## src/rtl/uart_pkg.sv

```systemverilog
// Shared UART definitions: byte width default and the tx scheduler state encoding.
package uart_pkg;

    localparam int DEFAULT_DATA_WIDTH = 8;

    typedef enum logic [2:0] {
        IDLE,
        ACCEPT,
        HOLD,
        START,
        DRAIN
    } sched_state_t;

endpackage

```

## src/rtl/rr_arbiter.sv

```systemverilog
// Combinational round-robin pick: first set req bit searching upward from ptr, with wrap-around.
module rr_arbiter #(
    parameter int NUM_REQ = 4
) (
    input  logic [NUM_REQ-1:0]         req,
    input  logic [$clog2(NUM_REQ)-1:0] ptr,
    output logic [$clog2(NUM_REQ)-1:0] gnt_id,
    output logic                       gnt_any
);

    localparam int IDW = $clog2(NUM_REQ);

    int idx;

    // Scan from the farthest offset down so the closest requester to ptr is written last and wins.
    always_comb begin
        // NOTE: every target gets a default first so no path through the block infers a latch.
        gnt_any = 1'b0;
        gnt_id  = '0;
        idx     = 0;
        for (int i = NUM_REQ - 1; i >= 0; i--) begin
            idx = int'(ptr) + i;
            if (idx >= NUM_REQ) idx = idx - NUM_REQ;
            if (req[idx]) begin
                gnt_any = 1'b1;
                gnt_id  = IDW'(idx);
            end
        end
    end

endmodule

```

## src/rtl/uart_tx_scheduler.sv

```systemverilog
// Shares one UART transmitter among NUM_REQ byte streams; a grant is held for a whole
// message (up to MAX_BURST bytes) so frames from different sources never interleave.
module uart_tx_scheduler
    import uart_pkg::*;
#(
    parameter int NUM_REQ      = 4,
    parameter int DATA_WIDTH   = DEFAULT_DATA_WIDTH,
    parameter int MAX_BURST    = 16,
    parameter int HOLD_TIMEOUT = 1024
) (
    input  logic                          sys_clk,
    input  logic                          sreset,
    input  logic [NUM_REQ-1:0]            req_valid,
    input  logic [NUM_REQ*DATA_WIDTH-1:0] req_data,
    input  logic [NUM_REQ-1:0]            req_last,
    output logic [NUM_REQ-1:0]            req_ready,
    output logic [DATA_WIDTH-1:0]         tx_data,
    output logic                          tx_start,
    input  logic                          tx_busy,
    output logic                          grant_valid,
    output logic [$clog2(NUM_REQ)-1:0]    grant_id,
    output logic                          timeout_err
);

    localparam int IDW = $clog2(NUM_REQ);
    localparam int BCW = $clog2(MAX_BURST + 1);
    localparam int HCW = (HOLD_TIMEOUT > 1) ? $clog2(HOLD_TIMEOUT) : 1;

    sched_state_t          state, state_d;
    logic [IDW-1:0]        rr_ptr, rr_ptr_d;
    logic [BCW-1:0]        burst_cnt, burst_cnt_d;
    logic [HCW-1:0]        hold_cnt, hold_cnt_d;
    logic                  last_q, last_d;
    logic [NUM_REQ-1:0]    req_ready_d;
    logic [DATA_WIDTH-1:0] tx_data_d;
    logic                  tx_start_d, grant_valid_d, timeout_err_d;
    logic [IDW-1:0]        grant_id_d;
    logic [IDW-1:0]        arb_id;
    logic                  arb_any;
    logic                  rel_grant;

    rr_arbiter #(.NUM_REQ(NUM_REQ)) u_arb (
        .req     (req_valid),
        .ptr     (rr_ptr),
        .gnt_id  (arb_id),
        .gnt_any (arb_any)
    );

    always_comb begin
        state_d       = state;
        rr_ptr_d      = rr_ptr;
        burst_cnt_d   = burst_cnt;
        hold_cnt_d    = '0;
        last_d        = last_q;
        req_ready_d   = '0;
        tx_data_d     = tx_data;
        tx_start_d    = tx_start;
        grant_valid_d = grant_valid;
        grant_id_d    = grant_id;
        timeout_err_d = 1'b0;
        rel_grant     = 1'b0;

        case (state)
            IDLE: begin
                if (arb_any) begin
                    grant_id_d    = arb_id;
                    grant_valid_d = 1'b1;
                    burst_cnt_d   = '0;
                    state_d       = ACCEPT;
                end
            end
            // First ACCEPT cycle raises the registered ready; the next one is the handshake edge.
            ACCEPT: begin
                if (req_ready == '0) begin
                    if (req_valid[grant_id]) req_ready_d = NUM_REQ'(1) << grant_id;
                    else                     state_d     = HOLD;
                end else if (req_valid[grant_id]) begin
                    tx_data_d   = req_data[grant_id*DATA_WIDTH +: DATA_WIDTH];
                    last_d      = req_last[grant_id];
                    burst_cnt_d = burst_cnt + BCW'(1);
                    tx_start_d  = 1'b1;
                    state_d     = START;
                end else begin
                    state_d = HOLD;
                end
            end
            HOLD: begin
                if (req_valid[grant_id]) begin
                    state_d = ACCEPT;
                end else if (hold_cnt == HCW'(HOLD_TIMEOUT - 1)) begin
                    timeout_err_d = 1'b1;
                    rel_grant     = 1'b1;
                end else begin
                    hold_cnt_d = hold_cnt + HCW'(1);
                end
            end
            START: begin
                if (tx_busy) begin
                    tx_start_d = 1'b0;
                    state_d    = DRAIN;
                end
            end
            DRAIN: begin
                if (!tx_busy) begin
                    if (last_q || burst_cnt == BCW'(MAX_BURST)) rel_grant = 1'b1;
                    else                                        state_d   = ACCEPT;
                end
            end
            default: state_d = IDLE;
        endcase

        if (rel_grant) begin
            grant_valid_d = 1'b0;
            rr_ptr_d      = (grant_id == IDW'(NUM_REQ - 1)) ? '0 : grant_id + IDW'(1);
            state_d       = IDLE;
        end
    end

    always_ff @(posedge sys_clk) begin
        if (sreset) begin
            state       <= IDLE;
            rr_ptr      <= '0;
            burst_cnt   <= '0;
            hold_cnt    <= '0;
            last_q      <= 1'b0;
            req_ready   <= '0;
            tx_data     <= '0;
            tx_start    <= 1'b0;
            grant_valid <= 1'b0;
            grant_id    <= '0;
            timeout_err <= 1'b0;
        end else begin
            // NOTE: non-blocking assignments so every register updates from pre-edge values.
            state       <= state_d;
            rr_ptr      <= rr_ptr_d;
            burst_cnt   <= burst_cnt_d;
            hold_cnt    <= hold_cnt_d;
            last_q      <= last_d;
            req_ready   <= req_ready_d;
            tx_data     <= tx_data_d;
            tx_start    <= tx_start_d;
            grant_valid <= grant_valid_d;
            grant_id    <= grant_id_d;
            timeout_err <= timeout_err_d;
        end
    end

endmodule

```

## config.mk

```make
export PLATFORM = sky130hd
export DESIGN_NAME = uart_tx_scheduler
export DESIGN_NICKNAME = d
export VERILOG_FILES = /design/src/rtl/uart_pkg.sv /design/src/rtl/rr_arbiter.sv /design/src/rtl/uart_tx_scheduler.sv
export SDC_FILE = /design/constraint.sdc
export NUM_CORES = 1
export LEC_CHECK = 0
export BUFFER_PORTS_ARGS = -buffer_cell sky130_fd_sc_hd__buf_2
export CAP_MARGIN = 5
export CORE_MARGIN = 8
export CORE_UTILIZATION = 52
export CTS_BUF_LIST = sky130_fd_sc_hd__clkbuf_8
export DETAILED_ROUTE_END_ITERATION = 7
export GPL_ROUTABILITY_DRIVEN = 0
export PLACE_DENSITY_LB_ADDON = 0.25
export SLEW_MARGIN = 20
export SYNTH_ARGS = -nofsm -noshare
export SYNTH_HDL_FRONTEND = slang
export SYNTH_SLANG_ARGS = --single-unit
```

## constraint.sdc

```tcl
create_clock -name sys_clk -period 2.1 [get_ports sys_clk]
set_input_delay 0.42 -clock sys_clk [delete_from_list [all_inputs] [get_ports sys_clk]]
set_output_delay 0.42 -clock sys_clk [all_outputs]
set_load 0.005 [all_outputs]
```

# Word level (Yosys, flattened, before mapping)
# Cells that the tools add are included.
dict set report word_totals {
  reg_bits 38
  in_bits 43
  output_inout_bits 17
  elab_cells 116
}
dict set report classes {
  addsub 10
  order_cmp 9
  eq_ne 15
  shifts 2
  muxes 51
  n_bitwise 4
  n_reduce_logical 14
}
# op count
set op_table {}
lappend op_table {{< comparator 32 x 4 -> 1 bit, second input constant} 4}
lappend op_table {{two-way mux 32 bit} 4}
lappend op_table {{greater-or-equal comparator 32 x 4 -> 1 bit, second input constant} 3}
lappend op_table {{subtractor 32 x 4 -> 32 bit, second input constant} 3}
lappend op_table {{indexed part select 32 x 6 -> 8 bit} 1}
lappend op_table {{two-way mux 1 bit} 22}
lappend op_table {{two-way mux 3 bit} 7}
lappend op_table {{two-way mux 5 bit} 3}
lappend op_table {{case mux 3 bit (5 select lines)} 1}
lappend op_table {{inequality test 2 bit, second input constant} 7}
lappend op_table {{binary-select mux 1 bit (select 2 bit)} 6}
lappend op_table {{adder 10 x 1 -> 10 bit, second input constant} 1}
lappend op_table {{equality test 10 bit, second input constant} 1}
lappend op_table {{two-way mux 2 bit} 5}
lappend op_table {{case mux 5 bit (2 select lines)} 1}
lappend op_table {{AND reduction 4 bit} 2}
lappend op_table {{OR reduction 4 bit} 2}
lappend op_table {{adder 2 x 2 -> 3 bit, second input constant} 2}
lappend op_table {{equality test 3 x 2 -> 1 bit, second input constant} 2}
lappend op_table {{AND reduction 6 bit} 1}
lappend op_table {{adder 5 x 1 -> 5 bit, second input constant} 1}
lappend op_table {{equality test 5 bit, second input constant} 1}
lappend op_table {{zero test 4 bit} 1}
lappend op_table {{NOT 1 bit} 4}
lappend op_table {{other kinds (17)} 20}

# Logic depth before layout (Yosys ltp)
dict set report depth {
  ltp_word 12
  ltp_mapped 7
  depth_no_buf 7
}

# By module
# From an unflattened synthesis, not the netlist that was laid out.
dict set report unflattened {
  hier_cells 213
  hier_area_um2 1961.9
}
# mod instances cells_each area_each_um2 seq_area_each_um2
set by_module_without_submodules {}
lappend by_module_without_submodules {uart_tx_scheduler 1 200 1884.3 760.7}
lappend by_module_without_submodules {rr_arbiter 1 13 77.6 0.0}

# Worst setup path before layout
# No wires, ideal clock.
dict set report synth_path {
  path_kind {reg2reg}
  start {register grant_id[0]}
  end {register hold_cnt[3]}
  setup_ns 0.064
  t_arrival_ns 1.921
  required_ns 2.036
  path_slack_ns 0.115
  path_stages_with_launch 7
  path_buffers 2
  synth_period_minus_slack_ns 1.985
  path_cell_list {dfxtp_1 > buf_6 > mux4_2 > or4_4 > nand2b_4 > buf_6 > nor2_1}
}
dict set report synth_via {
  elab_chain_len 3
}
# item line_no
set synth_rtl {}
lappend synth_rtl {{from (decl)} uart_tx_scheduler.sv:21} ;# output logic [$clog2(NUM_REQ)-1:0] grant_id,
lappend synth_rtl {{from (signal assigned)} uart_tx_scheduler.sv:143} ;# grant_id <= grant_id_d;
lappend synth_rtl {{binary-select mux 1 bit (select 2 bit)} uart_tx_scheduler.sv:88} ;# if (req_valid[grant_id]) begin
lappend synth_rtl {{two-way mux 1 bit (implied by the code)} uart_tx_scheduler.sv:88}
lappend synth_rtl {{OR reduction 4 bit (no source line)} n/a}
lappend synth_rtl {{to (signal assigned)} uart_tx_scheduler.sv:137} ;# hold_cnt <= hold_cnt_d;
lappend synth_rtl {{to (decl)} uart_tx_scheduler.sv:32} ;# logic [HCW-1:0] hold_cnt, hold_cnt_d;
# Every way passes these cells. The select of a mux whose other input is x is not followed.
# A chain may end at the register's enable or synchronous reset.

# Worst setup path in the final report
dict set report layout_path {
  start {register burst_cnt[0]}
  end {register state[1]}
}
dict set report layout_via {
  elab_chain_len 6
  word_cells_on_any_way 8
  classes_between {eq/ne (2); mux (3); reduce/logical (3)}
}
# item line_no
set layout_rtl {}
lappend layout_rtl {{from (decl)} uart_tx_scheduler.sv:31} ;# logic [BCW-1:0] burst_cnt, burst_cnt_d;
lappend layout_rtl {{from (signal assigned)} uart_tx_scheduler.sv:136} ;# burst_cnt <= burst_cnt_d;
lappend layout_rtl {{equality test 5 bit (*)} uart_tx_scheduler.sv:105} ;# if (last_q || burst_cnt == BCW'(MAX_BURST)) rel_grant = 1'b1;
lappend layout_rtl {{logical OR 1 bit (*)} uart_tx_scheduler.sv:105}
lappend layout_rtl {{two-way mux 1 bit} uart_tx_scheduler.sv:105}
lappend layout_rtl {{two-way mux 1 bit} uart_tx_scheduler.sv:104} ;# if (!tx_busy) begin
lappend layout_rtl {{case mux 1 bit (2 select lines)} uart_tx_scheduler.sv:63} ;# case (state)
lappend layout_rtl {{OR reduction 2 bit (no source line)} n/a}
lappend layout_rtl {{to (signal assigned)} uart_tx_scheduler.sv:134} ;# state <= state_d;
lappend layout_rtl {{to (decl)} uart_tx_scheduler.sv:29} ;# sched_state_t state, state_d;
# Mark *: on every way between the ends. The rest lies on a longest branch, timed or not.

==> metrics.cfg <==
[run_status]
status = finished, final reports clean

[setup_path]
critPathRequiredTime_ns = 2.32
crit_path_max_fanout = 5
startpoint_type = register
crit_path_max_incr_delay_ns = 0.42
crit_buf_inv = 1
setup.worst_path.class = register to register
cp-end-kind = register
crit_family = simple AND/OR/NAND/NOR gates
arrival_ns = 2.17
cp_cell_sequence = inv_1, ha_1, nor4bb_1, nor4b_1, o211ai_2, or4_1, a21oi_1
critical-path-slowest-cell = or4_1

[sta]
clock-skew-final_ns = 0.006570
period_minus_slack_ns = 1.947
hold_viol_final = 0
worstMarginPinSlew_ns = 0.9843
clock.fmax_ghz = 0.5137
fin_crit_sh_pct = 92.70
slew_viol_final = 0
rsz0062_at_grt = false
setup_tns_ns = 0
slew_headroom_pct = 33.78
finalSetupViolCount = 0

[cells_and_area]
area_growth_pct = 25.40
diodes = 0
final.fill_count = 290
nets = 298
final_cell_area_sq_um = 2354
final_cell_mix = 59 x buf_2, 38 x dfxtp_1, 35 x nor2_1
drive_above_1_share_pct = 36.65
final_common_cell = buf_2

[logic_synthesis]
yosysSeqAreaShare_pct = 40.53
yosys-top-cells-area = dfxtp_1 41%, mux4_2 12%, nor2_1 7.0%
ys_ff_latch = 38
ys_types = 42
ys.warnings.count = 0
synth_top_area_share_pct = 40.53
synthFlopType = dfxtp_1
netlist_instances = 186
avgSynthCellArea_sq_um = 10.09
synth-edff-count = 0
synth_top_cell_by_area = dfxtp_1
syn_area_sq_um = 1877
async_flop_share_pct = 0
syn_nets = 233

[clock_tree]
clock-sinks = 38
root_buffer = clkbuf_8
holdBufCountCts = 0
clock_latency_ns = 0.29
numCtsBuffers = 5
ctsResizeCount = 0
cts_buffer_depth = 2
h-tree-depth = 2
postCtsSetupBuffers = 0
path_clk_slew_ns = 0.07
cts_tree = built

[global_routing]
grt_util_all_layers_pct = 15.92
antenna_found_initial = 0
grt_max_degree = 22
first_global_vias = 1700
grt_first_pass_wirelength_microns = 7652
grt_remaining_overflow = 0

[power_and_ir_drop]
ir_drop_v = 0.0004460
power_uw = 1970
p_per_area_nw_per_um2 = 837.2
p_leak_uw = 0.0009906

[detailed_routing]
viasPerCell = 5.385
wirelength_microns = 4414
vias = 1610
wl_met2_microns = 2096
ant_nets = 0
wl_met1_microns = 1925
wl_per_cell_microns = 14.76
drc = 0
top_layer_used = met4
drt_iter0_drc = 87
wl_met3_microns = 299
dr.pass1.iters = 4

[place]
dpl.hpwl_microns = 3497
port_buffers = 59
dpl_cell_area_sq_um = 2241

[floorplanning]
start_util_pct = 52.85
core_area_sq_um = 3551
pin_count = 60
dieArea_sq_um = 5787
die_h_microns = 76.08
core.rowCount = 22
die_x_microns = 76.08

[hold_path]
hold_class = register to register

[run]
max-cap-violations = 0

==> layer usage <==
| metal | GRT usage, % | vias to the layer above |
|---|---|---|
| met1 | 17.40 | 756 |
| met4 | 7.692 | 0 |
| met2 | 25.96 | 53 |
| met5 | 0 | - |
| li1 | - | 791 |
| met3 | 6.722 | 10 |
==> worst reg2reg max path, stage by stage, from the launching register on <==
cell and delay [ns]:
dfxtp_1 0.39, inv_1 0.07, ha_1 0.19, nor4bb_1 0.14
nor4b_1 0.35, o211ai_2 0.19, or4_1 0.42, a21oi_1 0.14
==> area by class of cell <==
cell class	count	area (sq um)	share of cell area, %
clock inverter	1	30.03	1.276
clock buffer	6	82.58	3.509
tap	48	60.06	2.552
timing repair buffer	67	355.3	15.10
multi-input combinational	132	1039	44.13
inverter	7	26.28	1.116
sequential	38	760.7	32.32
==> power breakdown <==
part	internal, uW	switching (uW)	total (uW)	leakage [uW]
Sequential	769	54.0	823	0.000307
Combinational	266	262	528	0.000626
Clock	380	240	620	0.0000573
Total	1410	556	1970	0.000991
==> state kept, by name, indices dropped and copies added (netlist names), 2 cells and up <==
signal	cells
grant_id	2
state	3
tx_data	8
hold_cnt	10
req_ready	4
burst_cnt	5
rr_ptr	2
==> cell usage after synthesis (all sizes together), types with 4 or more instances <==
cell type  count
nand2b         5
a21oi          7
nor2          35
xor2           9
dfxtp         38
nand4          4
ha             4
buf            5
inv            7
mux4          10
nand2          5
clkbuf         4
mux2i         12
==> worst paths after layout <==
| kind | slack, ns | start | cells after the start | end |
|---|---|---|---|---|
| min | 0.47 | hold_cnt[0]$_SDFF_PP0_ | 1 | hold_cnt[0]$_SDFF_PP0_ |
| min reg2reg | 0.47 | hold_cnt[0]$_SDFF_PP0_ | 1 | hold_cnt[0]$_SDFF_PP0_ |
| max | 0.15 | burst_cnt[0]$_SDFFE_PP0P_ | 7 | state[1]$_SDFFE_PP0P_ |
| max reg2reg | 0.15 | burst_cnt[0]$_SDFFE_PP0P_ | 7 | state[1]$_SDFFE_PP0P_ |
==> metrics by stage <==
step / instances / setup WS, ns / utilization [%] / hold slack [ns]
finish: 299 / 0.1533 / 66.28 / 0.4664
floorplan: 186 / 0.1154 / - / 0.4264
global placement: 292 / 0.1175 / 63.11 / 0.4462
CTS: 299 / 0.1364 / 66.28 / 0.4754
detailed placement: 292 / 0.08771 / 63.11 / 0.4586
global route: 299 / 0.02724 / 66.28 / 0.5034
==> cells by family after synthesis <==
logic type	synth area share, %
AND/OR/NAND/NOR	20.93
flip-flops	40.53
multiplexers	19.00
AO/OA/AOI/OAI	7.134
buffers and inverters	4.133
XOR/XNOR	5.600
adder cells (fa/ha/maj)	2.667
Note: power is estimated with default switching activity, not from simulation.
